==> src/rtl/mem_arb_pkg.sv <==
`default_nettype none
// ============================================================================
// Module      : mem_arb_pkg
// Description : Shared types and constants for the two-port memory arbiter.
// Revision    : 1.0 - initial release
// ============================================================================
package mem_arb_pkg;

  // Arbiter ownership state: free, or held by one requester under lock.
  typedef enum logic [1:0] {
    IDLE  = 2'd0,
    OWN_A = 2'd1,
    OWN_B = 2'd2
  } arb_state_t;

  // Requester identifiers, used for the round-robin history bit.
  localparam logic REQ_A = 1'b0;
  localparam logic REQ_B = 1'b1;

  // Default geometry.
  localparam int DEFAULT_ADDR_WIDTH   = 16;
  localparam int DEFAULT_DATA_WIDTH   = 8;
  localparam int DEFAULT_LOCK_TIMEOUT = 16;

  // Bits needed to hold a count from 0 up to and including max_count.
  function automatic int count_width(input int max_count);
    return (max_count < 1) ? 1 : $clog2(max_count + 1);
  endfunction

endpackage
`default_nettype wire

==> src/rtl/mem_arb_port.sv <==
`default_nettype none
// ============================================================================
// Module      : mem_arb_port
// Description : Per-requester read-return register. Captures memory read data
//               on a read grant and pulses rvalid for one cycle afterwards.
//               rdata holds until the next read by the same requester.
// Revision    : 1.0 - initial release
// ============================================================================
module mem_arb_port
  import mem_arb_pkg::*;
#(
  parameter int DATA_WIDTH = DEFAULT_DATA_WIDTH
) (
  input  logic                  clk,
  input  logic                  reset,
  input  logic                  rd_grant,
  input  logic [DATA_WIDTH-1:0] mem_rdata,
  output logic                  rvalid,
  output logic [DATA_WIDTH-1:0] rdata
);

  // Capture read data on a read grant; rvalid follows the grant by one cycle.
  always_ff @(posedge clk) begin
    if (reset) begin
      rvalid <= 1'b0;
      rdata  <= '0;
    end else begin
      rvalid <= rd_grant;
      if (rd_grant) begin
        rdata <= mem_rdata;
      end
    end
  end

endmodule
`default_nettype wire

==> src/rtl/mem_arbiter.sv <==
`default_nettype none
// ============================================================================
// Module      : mem_arbiter
// Description : Two-requester arbiter for one single-port byte memory.
//               Round-robin between contending requesters, with a per-owner
//               lock for atomic read-modify-write sequences and an idle
//               timeout that forcibly releases an abandoned lock.
// Revision    : 1.0 - initial release
// ============================================================================
module mem_arbiter
  import mem_arb_pkg::*;
#(
  parameter int ADDR_WIDTH   = DEFAULT_ADDR_WIDTH,
  parameter int DATA_WIDTH   = DEFAULT_DATA_WIDTH,
  parameter int LOCK_TIMEOUT = DEFAULT_LOCK_TIMEOUT
) (
  input  logic                  clk,
  input  logic                  reset,
  // Port A (CPU)
  input  logic                  a_req,
  input  logic                  a_we,
  input  logic                  a_lock,
  input  logic [ADDR_WIDTH-1:0] a_addr,
  input  logic [DATA_WIDTH-1:0] a_wdata,
  output logic                  a_gnt,
  output logic                  a_rvalid,
  output logic [DATA_WIDTH-1:0] a_rdata,
  // Port B (DMA / video fetch)
  input  logic                  b_req,
  input  logic                  b_we,
  input  logic                  b_lock,
  input  logic [ADDR_WIDTH-1:0] b_addr,
  input  logic [DATA_WIDTH-1:0] b_wdata,
  output logic                  b_gnt,
  output logic                  b_rvalid,
  output logic [DATA_WIDTH-1:0] b_rdata,
  // Memory
  output logic                  mem_read,
  output logic                  mem_write,
  output logic [ADDR_WIDTH-1:0] mem_addr,
  output logic [DATA_WIDTH-1:0] mem_wdata,
  input  logic [DATA_WIDTH-1:0] mem_rdata
);

  // A timeout of zero would release a lock before it could ever be used.
  localparam int EFF_TIMEOUT = (LOCK_TIMEOUT < 1) ? 1 : LOCK_TIMEOUT;
  localparam int TIMER_W     = count_width(EFF_TIMEOUT);
  // The owner is released on the edge where the idle count would reach
  // the timeout, so the last tolerated value is one below it.
  localparam logic [TIMER_W-1:0] TIMER_LAST = TIMER_W'(EFF_TIMEOUT - 1);

  arb_state_t          state;
  arb_state_t          state_next;
  logic                rr_last;
  logic                rr_last_next;
  logic [TIMER_W-1:0]  lock_timer;
  logic [TIMER_W-1:0]  lock_timer_next;

  logic                grant_a;
  logic                grant_b;
  logic [ADDR_WIDTH-1:0] addr_hold;
  logic [DATA_WIDTH-1:0] wdata_hold;

  // Grant selection: owner-only under lock, otherwise round-robin on a tie.
  // Grants are suppressed while reset is asserted so no access leaks out.
  always_comb begin
    grant_a = 1'b0;
    grant_b = 1'b0;
    if (!reset) begin
      case (state)
        OWN_A: grant_a = a_req;
        OWN_B: grant_b = b_req;
        default: begin
          if (a_req && b_req) begin
            grant_a = (rr_last == REQ_B);
            grant_b = (rr_last == REQ_A);
          end else begin
            grant_a = a_req;
            grant_b = b_req;
          end
        end
      endcase
    end
  end

  // Lock FSM, idle timer and round-robin history next-state logic.
  always_comb begin
    state_next      = state;
    lock_timer_next = lock_timer;
    rr_last_next    = rr_last;

    if (grant_a) begin
      rr_last_next = REQ_A;
    end else if (grant_b) begin
      rr_last_next = REQ_B;
    end

    case (state)
      IDLE: begin
        lock_timer_next = '0;
        if (grant_a && a_lock) begin
          state_next = OWN_A;
        end else if (grant_b && b_lock) begin
          state_next = OWN_B;
        end
      end
      OWN_A: begin
        if (grant_a) begin
          lock_timer_next = '0;
          state_next      = a_lock ? OWN_A : IDLE;
        end else if (lock_timer >= TIMER_LAST) begin
          lock_timer_next = '0;
          state_next      = IDLE;
        end else begin
          lock_timer_next = lock_timer + 1'b1;
        end
      end
      OWN_B: begin
        if (grant_b) begin
          lock_timer_next = '0;
          state_next      = b_lock ? OWN_B : IDLE;
        end else if (lock_timer >= TIMER_LAST) begin
          lock_timer_next = '0;
          state_next      = IDLE;
        end else begin
          lock_timer_next = lock_timer + 1'b1;
        end
      end
      default: begin
        lock_timer_next = '0;
        state_next      = IDLE;
      end
    endcase
  end

  // State, timer and round-robin history registers.
  always_ff @(posedge clk) begin
    if (reset) begin
      state      <= IDLE;
      rr_last    <= REQ_B;
      lock_timer <= '0;
    end else begin
      state      <= state_next;
      rr_last    <= rr_last_next;
      lock_timer <= lock_timer_next;
    end
  end

  // Route the granted requester to memory; hold the last address and data
  // when idle so the memory bus does not toggle without an access.
  always_comb begin
    mem_read  = (grant_a & ~a_we) | (grant_b & ~b_we);
    mem_write = (grant_a &  a_we) | (grant_b &  b_we);
    mem_addr  = addr_hold;
    mem_wdata = wdata_hold;
    if (grant_a) begin
      mem_addr  = a_addr;
      mem_wdata = a_wdata;
    end else if (grant_b) begin
      mem_addr  = b_addr;
      mem_wdata = b_wdata;
    end
  end

  // Remember the most recently driven address and write data.
  always_ff @(posedge clk) begin
    if (reset) begin
      addr_hold  <= '0;
      wdata_hold <= '0;
    end else if (grant_a || grant_b) begin
      addr_hold  <= mem_addr;
      wdata_hold <= mem_wdata;
    end
  end

  assign a_gnt = grant_a;
  assign b_gnt = grant_b;

  mem_arb_port #(
    .DATA_WIDTH (DATA_WIDTH)
  ) u_port_a (
    .clk       (clk),
    .reset     (reset),
    .rd_grant  (grant_a & ~a_we),
    .mem_rdata (mem_rdata),
    .rvalid    (a_rvalid),
    .rdata     (a_rdata)
  );

  mem_arb_port #(
    .DATA_WIDTH (DATA_WIDTH)
  ) u_port_b (
    .clk       (clk),
    .reset     (reset),
    .rd_grant  (grant_b & ~b_we),
    .mem_rdata (mem_rdata),
    .rvalid    (b_rvalid),
    .rdata     (b_rdata)
  );

endmodule
`default_nettype wire

==> config.mk <==
export PLATFORM = sky130hd
export DESIGN_NAME = mem_arbiter
export DESIGN_NICKNAME = d
export VERILOG_FILES = /design/src/rtl/mem_arb_pkg.sv /design/src/rtl/mem_arb_port.sv /design/src/rtl/mem_arbiter.sv
export SDC_FILE = /design/constraint.sdc
export NUM_CORES = 1
export LEC_CHECK = 0
export BUFFER_PORTS_ARGS = -buffer_cell sky130_fd_sc_hd__buf_2
export CORE_MARGIN = 2
export CORE_UTILIZATION = 48
export DETAILED_ROUTE_END_ITERATION = 8
export GPL_ROUTABILITY_DRIVEN = 0
export PLACE_DENSITY_LB_ADDON = 0.12
export SKIP_CTS_REPAIR_TIMING = 1
export SLEW_MARGIN = 40
export SYNTH_ARGS = -nofsm -noshare
export SYNTH_HDL_FRONTEND = slang
export SYNTH_HIERARCHICAL = 1
export SYNTH_SLANG_ARGS = --single-unit
==> constraint.sdc <==
create_clock -name clk -period 2.83 [get_ports clk]
set_input_delay 0.566 -clock clk [delete_from_list [all_inputs] [get_ports clk]]
set_output_delay 0.566 -clock clk [all_outputs]
set_load 0.02 [all_outputs]
==> impl_metrics.env, run 1 <==
export IMPL_holdWs_ns=0.469
export IMPL_routedWlPerCell_um=15.0
export IMPL_path_max_fanout=14
export IMPL_syn_to_final_growth_pct=42.2
export IMPL_clockBufferDepth=2
export IMPL_pwr_density_cell_mw_per_mm2=529
export IMPL_synthCells=279
export IMPL_ir_drop_uv=309
export IMPL_yosys_warnings=6
export IMPL_crit_arrival_ns=2.19
export IMPL_grt_overflow_total=0
export IMPL_fin_ws_ns=0.0700
export IMPL_rsz0062_at_grt="yes"
export IMPL_grt_total_usage_pct=20.3
export IMPL_cts_buffers=5
export IMPL_cp_cell_sequence="inv_1 -> ha_4 -> nand3b_1 -> nand3_2 -> clkinv_4 -> clkbuf_16 -> mux2i_2 -> a21oi_1 -> buf_2"
export IMPL_clock_latency_ns=0.31
export IMPL_setup_viol_count_final=0
export IMPL_drv_cap=0
export IMPL_grt_max_degree=30
export IMPL_boundaryPins=110
export IMPL_wirelength_um=7030
export IMPL_finalPower_mw=2.04
export IMPL_die_area_sq_mm=0.00627
export IMPL_grt_pass1_wl_um=10200
export IMPL_layout_nets=466
export IMPL_multi_input_area_sq_mm=0.00173
export IMPL_drt_vias_per_instance=5.48
export IMPL_drt_pass1_iter_count=4
export IMPL_n_antenna_cell=0
export IMPL_clk_pin_slew_ns=0.09
export IMPL_rows=27
export IMPL_layout_common_cells="buf_2, nor2_1, dfxtp_1, nor3_1, buf_4"
export IMPL_skew_ns=0.0110
export IMPL_cts_tree="yes"
export IMPL_drv_slew=0
export IMPL_drive_gt1_share_pct=51.9
export IMPL_synth_seq_cells=50
export IMPL_drc=0
export IMPL_start_util_pct=49.6
export IMPL_final_antenna_net_count=0
export IMPL_layout_commonest_cell="buf_2"
export IMPL_leakage_nw=1.56
export IMPL_initialDrtViolationCount=132
export IMPL_outcome="complete, no violations"
export IMPL_numClockSinks=50
export IMPL_synthDistinctLibCells=41
export IMPL_fin_setup_tns_ns=0
export IMPL_syn_nets=349
export IMPL_min_period_ns=2.76
export IMPL_crit_path_start_kind="flip-flop"
export IMPL_cts_root_buf="clkbuf_8"
export IMPL_antenna_found_initial=0
export IMPL_timing_fmax_ghz=0.362
export IMPL_critPathRequiredTime_ns=2.26
export IMPL_max_slew_margin_pct=62.8
export IMPL_hpwl_um=4630
export IMPL_dp_cells=449
export IMPL_hold_violations=0
export IMPL_pre_cts_ws_ns=0.224
export IMPL_fillCellCount=444
export IMPL_avgSynthCellArea_sq_um=9.72
export IMPL_dieWidth_um=79.2
export IMPL_worst_slew_pin_slew_ns=0.552
export IMPL_area_sequential_sq_mm=0.00101
export IMPL_cp_end_kind="primary output"
export IMPL_stdcell_count=469
export IMPL_hold_class="flip-flop to flip-flop"
export IMPL_synth_edf_count=0
export IMPL_crit_path_max_incr_delay_ns=0.38
export IMPL_die_height_um=79.2
export IMPL_synth_top_flop_cell="dfxtp_1"
export IMPL_worst_path_max_delay_cell="dfxtp_4"
export IMPL_synthArstFlopShare_pct=0
export IMPL_crit_type="flip-flop to primary output"
export IMPL_grt_pass1_vias=2364
export IMPL_vias=2569
export IMPL_port_buffers=109
export IMPL_htree_levels=2
export IMPL_finalCritPeriodShare_pct=97.5
export IMPL_ys_seq_area_share_pct=36.9
export IMPL_core_area_sq_mm=0.00547
export IMPL_syn_area_sq_mm=0.00271
[synth_stat cells (all sizes together), types with 3 or more instances]
cell | instances | area share [%]
ha | 6 | 2.8
a2111oi | 24 | 13
inv | 6 | 0.83
a21oi | 24 | 4.4
a211oi | 3 | 0.83
or3b | 3 | 1.1
buf | 18 | 5.7
clkbuf | 4 | 0.65
nor2b | 3 | 0.69
mux2i | 40 | 15
nand3 | 4 | 1.4
nor2 | 49 | 6.8
nor3 | 24 | 4.4
dfxtp | 50 | 37
[worst max-delay path, delay by kind of cell (launching register included)]
kind,cells,cell delay [ns]
AOI/OAI and AO/OA,1,0.10
adders and majority gates,1,0.29
buffers and inverters,4,0.55
DFF,1,0.38
muxes,1,0.27
and+or+nand+nor,2,0.29
[metrics by stage]
step           utilization (%)  instance area (sq um)
6_report                  70.5                   3860
5_1_grt                   70.5                   3860
4_1_cts                   63.0                   3450
3_5_place_dp              60.5                   3310
3_3_place_gp              60.5                   3310
2_1_floorplan                -                   2710
[flip-flops by register name (all words and copies together), names as in the netlist]
name	cells
u_port_b/rvalid	1
u_port_a/rvalid	1
rr_last	1
addr_hold	16
u_port_a/rdata	8
u_port_b/rdata	8
wdata_hold	8
lock_timer	5
state	2
[report_power, final]
| part | switching (mW) | leakage [nW] | internal (mW) |
|---|---|---|---|
| Sequential | 0.0251 | 0.407 | 0.737 |
| Combinational | 0.374 | 1.08 | 0.305 |
| Clock | 0.245 | 0.0683 | 0.354 |
[worst paths after layout]
kind	startpoint	end	slack, ns	cells after the start
worst min-delay path	lock_timer[0]	lock_timer[0]	0.47	1
worst max-delay path	state[0]	mem_addr[9]	0.07	9
worst max register to register	lock_timer[0]	lock_timer[3]	0.56	7
worst min register to register	lock_timer[0]	lock_timer[0]	0.47	1
[cell type report]
cell class	count	area share (%)
Multi-Input combinational cell	200	44.9
Inverter	7	0.811
Clock inverter	3	1.78
Clock buffer	5	1.78
Sequential cell	50	26.1
Tap cell	72	2.34
Timing Repair Buffer	132	22.3
[kinds of logic (layout without fill, tap and decap cells)]
kind of cell	count (synthesis)	in the layout	share of synthesized area (%)
fa+ha+maj	6	6	2.77
simple gates	93	93	17.1
mux	40	40	14.8
compound gates	60	60	20.8
flops	50	50	36.9
buf+inv	29	147	7.33
xor+xnor	1	1	0.323
[per-layer routing]
metal / track usage (%) / vias to the layer above / routed length (um)
li1: - / 1264 / -
met1: 23.4 / 1205 / 2910
met2: 36.0 / 87 / 3530
met3: 5.57 / 13 / 476
met4: 6.72 / 0 / 119
met5: 0 / - / 0
Power figures use the tool's default switching activity.
==> inputs of run 2 (changes only) <==
--- a/config.mk
+++ b/config.mk
@@ -7,7 +7,7 @@
 export LEC_CHECK = 0
 export BUFFER_PORTS_ARGS = -buffer_cell sky130_fd_sc_hd__buf_2
 export CORE_MARGIN = 2
-export CORE_UTILIZATION = 48
+export CORE_UTILIZATION = 44
 export DETAILED_ROUTE_END_ITERATION = 8
 export GPL_ROUTABILITY_DRIVEN = 0
 export PLACE_DENSITY_LB_ADDON = 0.12
==> constraint.sdc (replaced) <==
create_clock -name clk -period 2.4 [get_ports clk]
set_input_delay 0.48 -clock clk [delete_from_list [all_inputs] [get_ports clk]]
set_output_delay 0.48 -clock clk [all_outputs]
set_load 0.02 [all_outputs]
==> impl_metrics.env, run 2 (same netlist as run 1, synthesis figures left out) <==
export IMPL_outcome="finished, violations left"
export IMPL_violations="negative setup slack"
export IMPL_grt_pass1_vias=2407
export IMPL_die_height_um=82.5
export IMPL_clk_pin_slew_ns=0.11
export IMPL_initialDrtViolationCount=88
export IMPL_min_from="mem_rdata[0]"
export IMPL_port_buffers=109
export IMPL_drv_cap=0
export IMPL_ir_drop_uv=327
export IMPL_r2r_cells=7
export IMPL_crit_path_start_kind="flip-flop"
export IMPL_hold_violations=0
export IMPL_leakage_nw=1.62
export IMPL_grt_max_degree=28
export IMPL_n_antenna_cell=0
export IMPL_layout_common_cells="buf_2, nor2_1, dfxtp_1, buf_4, nor3_1"
export IMPL_largest_register="addr_hold"
export IMPL_fin_ws_ns=-0.245
export IMPL_critPathRequiredTime_ns=1.92
export IMPL_skew_ns=0.0115
export IMPL_finish_utilization_pct=69.0
export IMPL_drc=0
export IMPL_holdPathEnd="u_port_a/rdata[0]"
export IMPL_antenna_found_initial=0
export IMPL_dp_cells=459
export IMPL_drt_vias_per_instance=5.37
export IMPL_layout_commonest_cell="buf_2"
export IMPL_cts_tree="yes"
export IMPL_boundaryPins=110
export IMPL_start_util_pct=45.5
export IMPL_hold_depth=3
export IMPL_drive_gt1_share_pct=55.6
export IMPL_r2r_slack_ns=0.24
export IMPL_drt_pass1_iter_count=4
export IMPL_worst_slew_pin_slew_ns=0.408
export IMPL_holdWs_ns=0.410
export IMPL_wirelength_um=7290
export IMPL_rsz0062_at_grt="yes"
export IMPL_max_slew_margin_pct=72.6
export IMPL_path_max_fanout=7
export IMPL_cp_end_kind="primary output"
export IMPL_final_antenna_net_count=0
export IMPL_hpwl_um=4620
export IMPL_clock_latency_ns=0.32
export IMPL_drv_slew=0
export IMPL_grt_total_usage_pct=19.8
export IMPL_clockBufferDepth=2
export IMPL_rr_startpoint="lock_timer[0]"
export IMPL_routedWlPerCell_um=15.1
export IMPL_setup_viol_count_final=25
export IMPL_core_area_sq_mm=0.00596
export IMPL_pre_cts_ws_ns=-0.0317
export IMPL_min_period_ns=2.65
export IMPL_rows=28
export IMPL_crit_path_start="state[1]"
export IMPL_cts_root_buf="clkbuf_8"
export IMPL_cts_buffers=5
export IMPL_syn_to_final_growth_pct=51.5
export IMPL_timing_fmax_ghz=0.378
export IMPL_crit_arrival_ns=2.17
export IMPL_htree_levels=2
export IMPL_grt_overflow_total=0
export IMPL_worstReg2RegEnd="lock_timer[3]"
export IMPL_stdcell_count=483
export IMPL_grt_pass1_wl_um=10500
export IMPL_finalCritPeriodShare_pct=110
export IMPL_crit_type="flip-flop to primary output"
export IMPL_dieWidth_um=82.5
export IMPL_layout_nets=477
export IMPL_die_area_sq_mm=0.00681
export IMPL_largest_reg_flops=16
export IMPL_vias=2595
export IMPL_pwr_density_cell_mw_per_mm2=570
export IMPL_numClockSinks=50
export IMPL_hold_class="primary input to flip-flop"
[run 2: changes by cell type in the layout (fill, tap and decap cells not counted), sizes merged]
cell / previous run / this run
buf: 128 / 139
bufinv: 2 / 0
inv: 6 / 8
[run 2: area by class of cell]
class / instances / area [sq um]
Tap cell: 75 / 93.8
Inverter: 7 / 31.3
Multi-Input combinational cell: 200 / 1860
Clock buffer: 5 / 68.8
Fill cell: 482 / 1850
Sequential cell: 50 / 1000
Clock inverter: 3 / 26.3
Timing Repair Buffer: 143 / 1030
[run 2: per-layer routing]
metal	GRT usage (%)	share of wire (%)	wire, um
met1	23.5	42	3080
met4	7.05	1.2	87
met2	34.0	51	3690
met5	0	0	0
met3	5.65	6.0	438
[run 2: through the flow]
step / area (sq um) / total power [mW] / TNS (ns)
after detailed placement: 3350 / 1.57 / -0.0317
after floorplan: 2710 / 1.37 / -0.0722
after CTS: 3450 / 2.11 / -7.41
after global routing: 4110 / 2.47 / -7.82
final: 4110 / 2.34 / -4.98
after global placement: 3350 / 1.57 / 0
[run 2: power breakdown]
part	switching [mW]	internal (mW)	total [mW]
logic	0.475	0.442	0.916
clock network	0.313	0.215	0.528
registers	0.0298	0.869	0.899
total	0.817	1.53	2.34
[run 2: worst max path at each step]
stage	endpoint	slack, ns	cells after the start
floorplan	mem_addr[0]	-0.004	8
global placement	mem_addr[15]	0.002	8
detailed placement	mem_addr[15]	-0.03	8
CTS	mem_addr[15]	-0.39	8
global route	mem_wdata[6]	-0.35	9
finish	mem_addr[15]	-0.25	9
[run 2: worst max-delay path: stages, from the launching register on]
cell and delay (ns):
dfxtp_2 0.34, inv_2 0.05, ha_4 0.25, nand3b_1 0.22, nand3_2 0.16, clkinv_4 0.12, clkbuf_16 0.20, mux2i_1 0.13
a21oi_1 0.20, buf_4 0.18
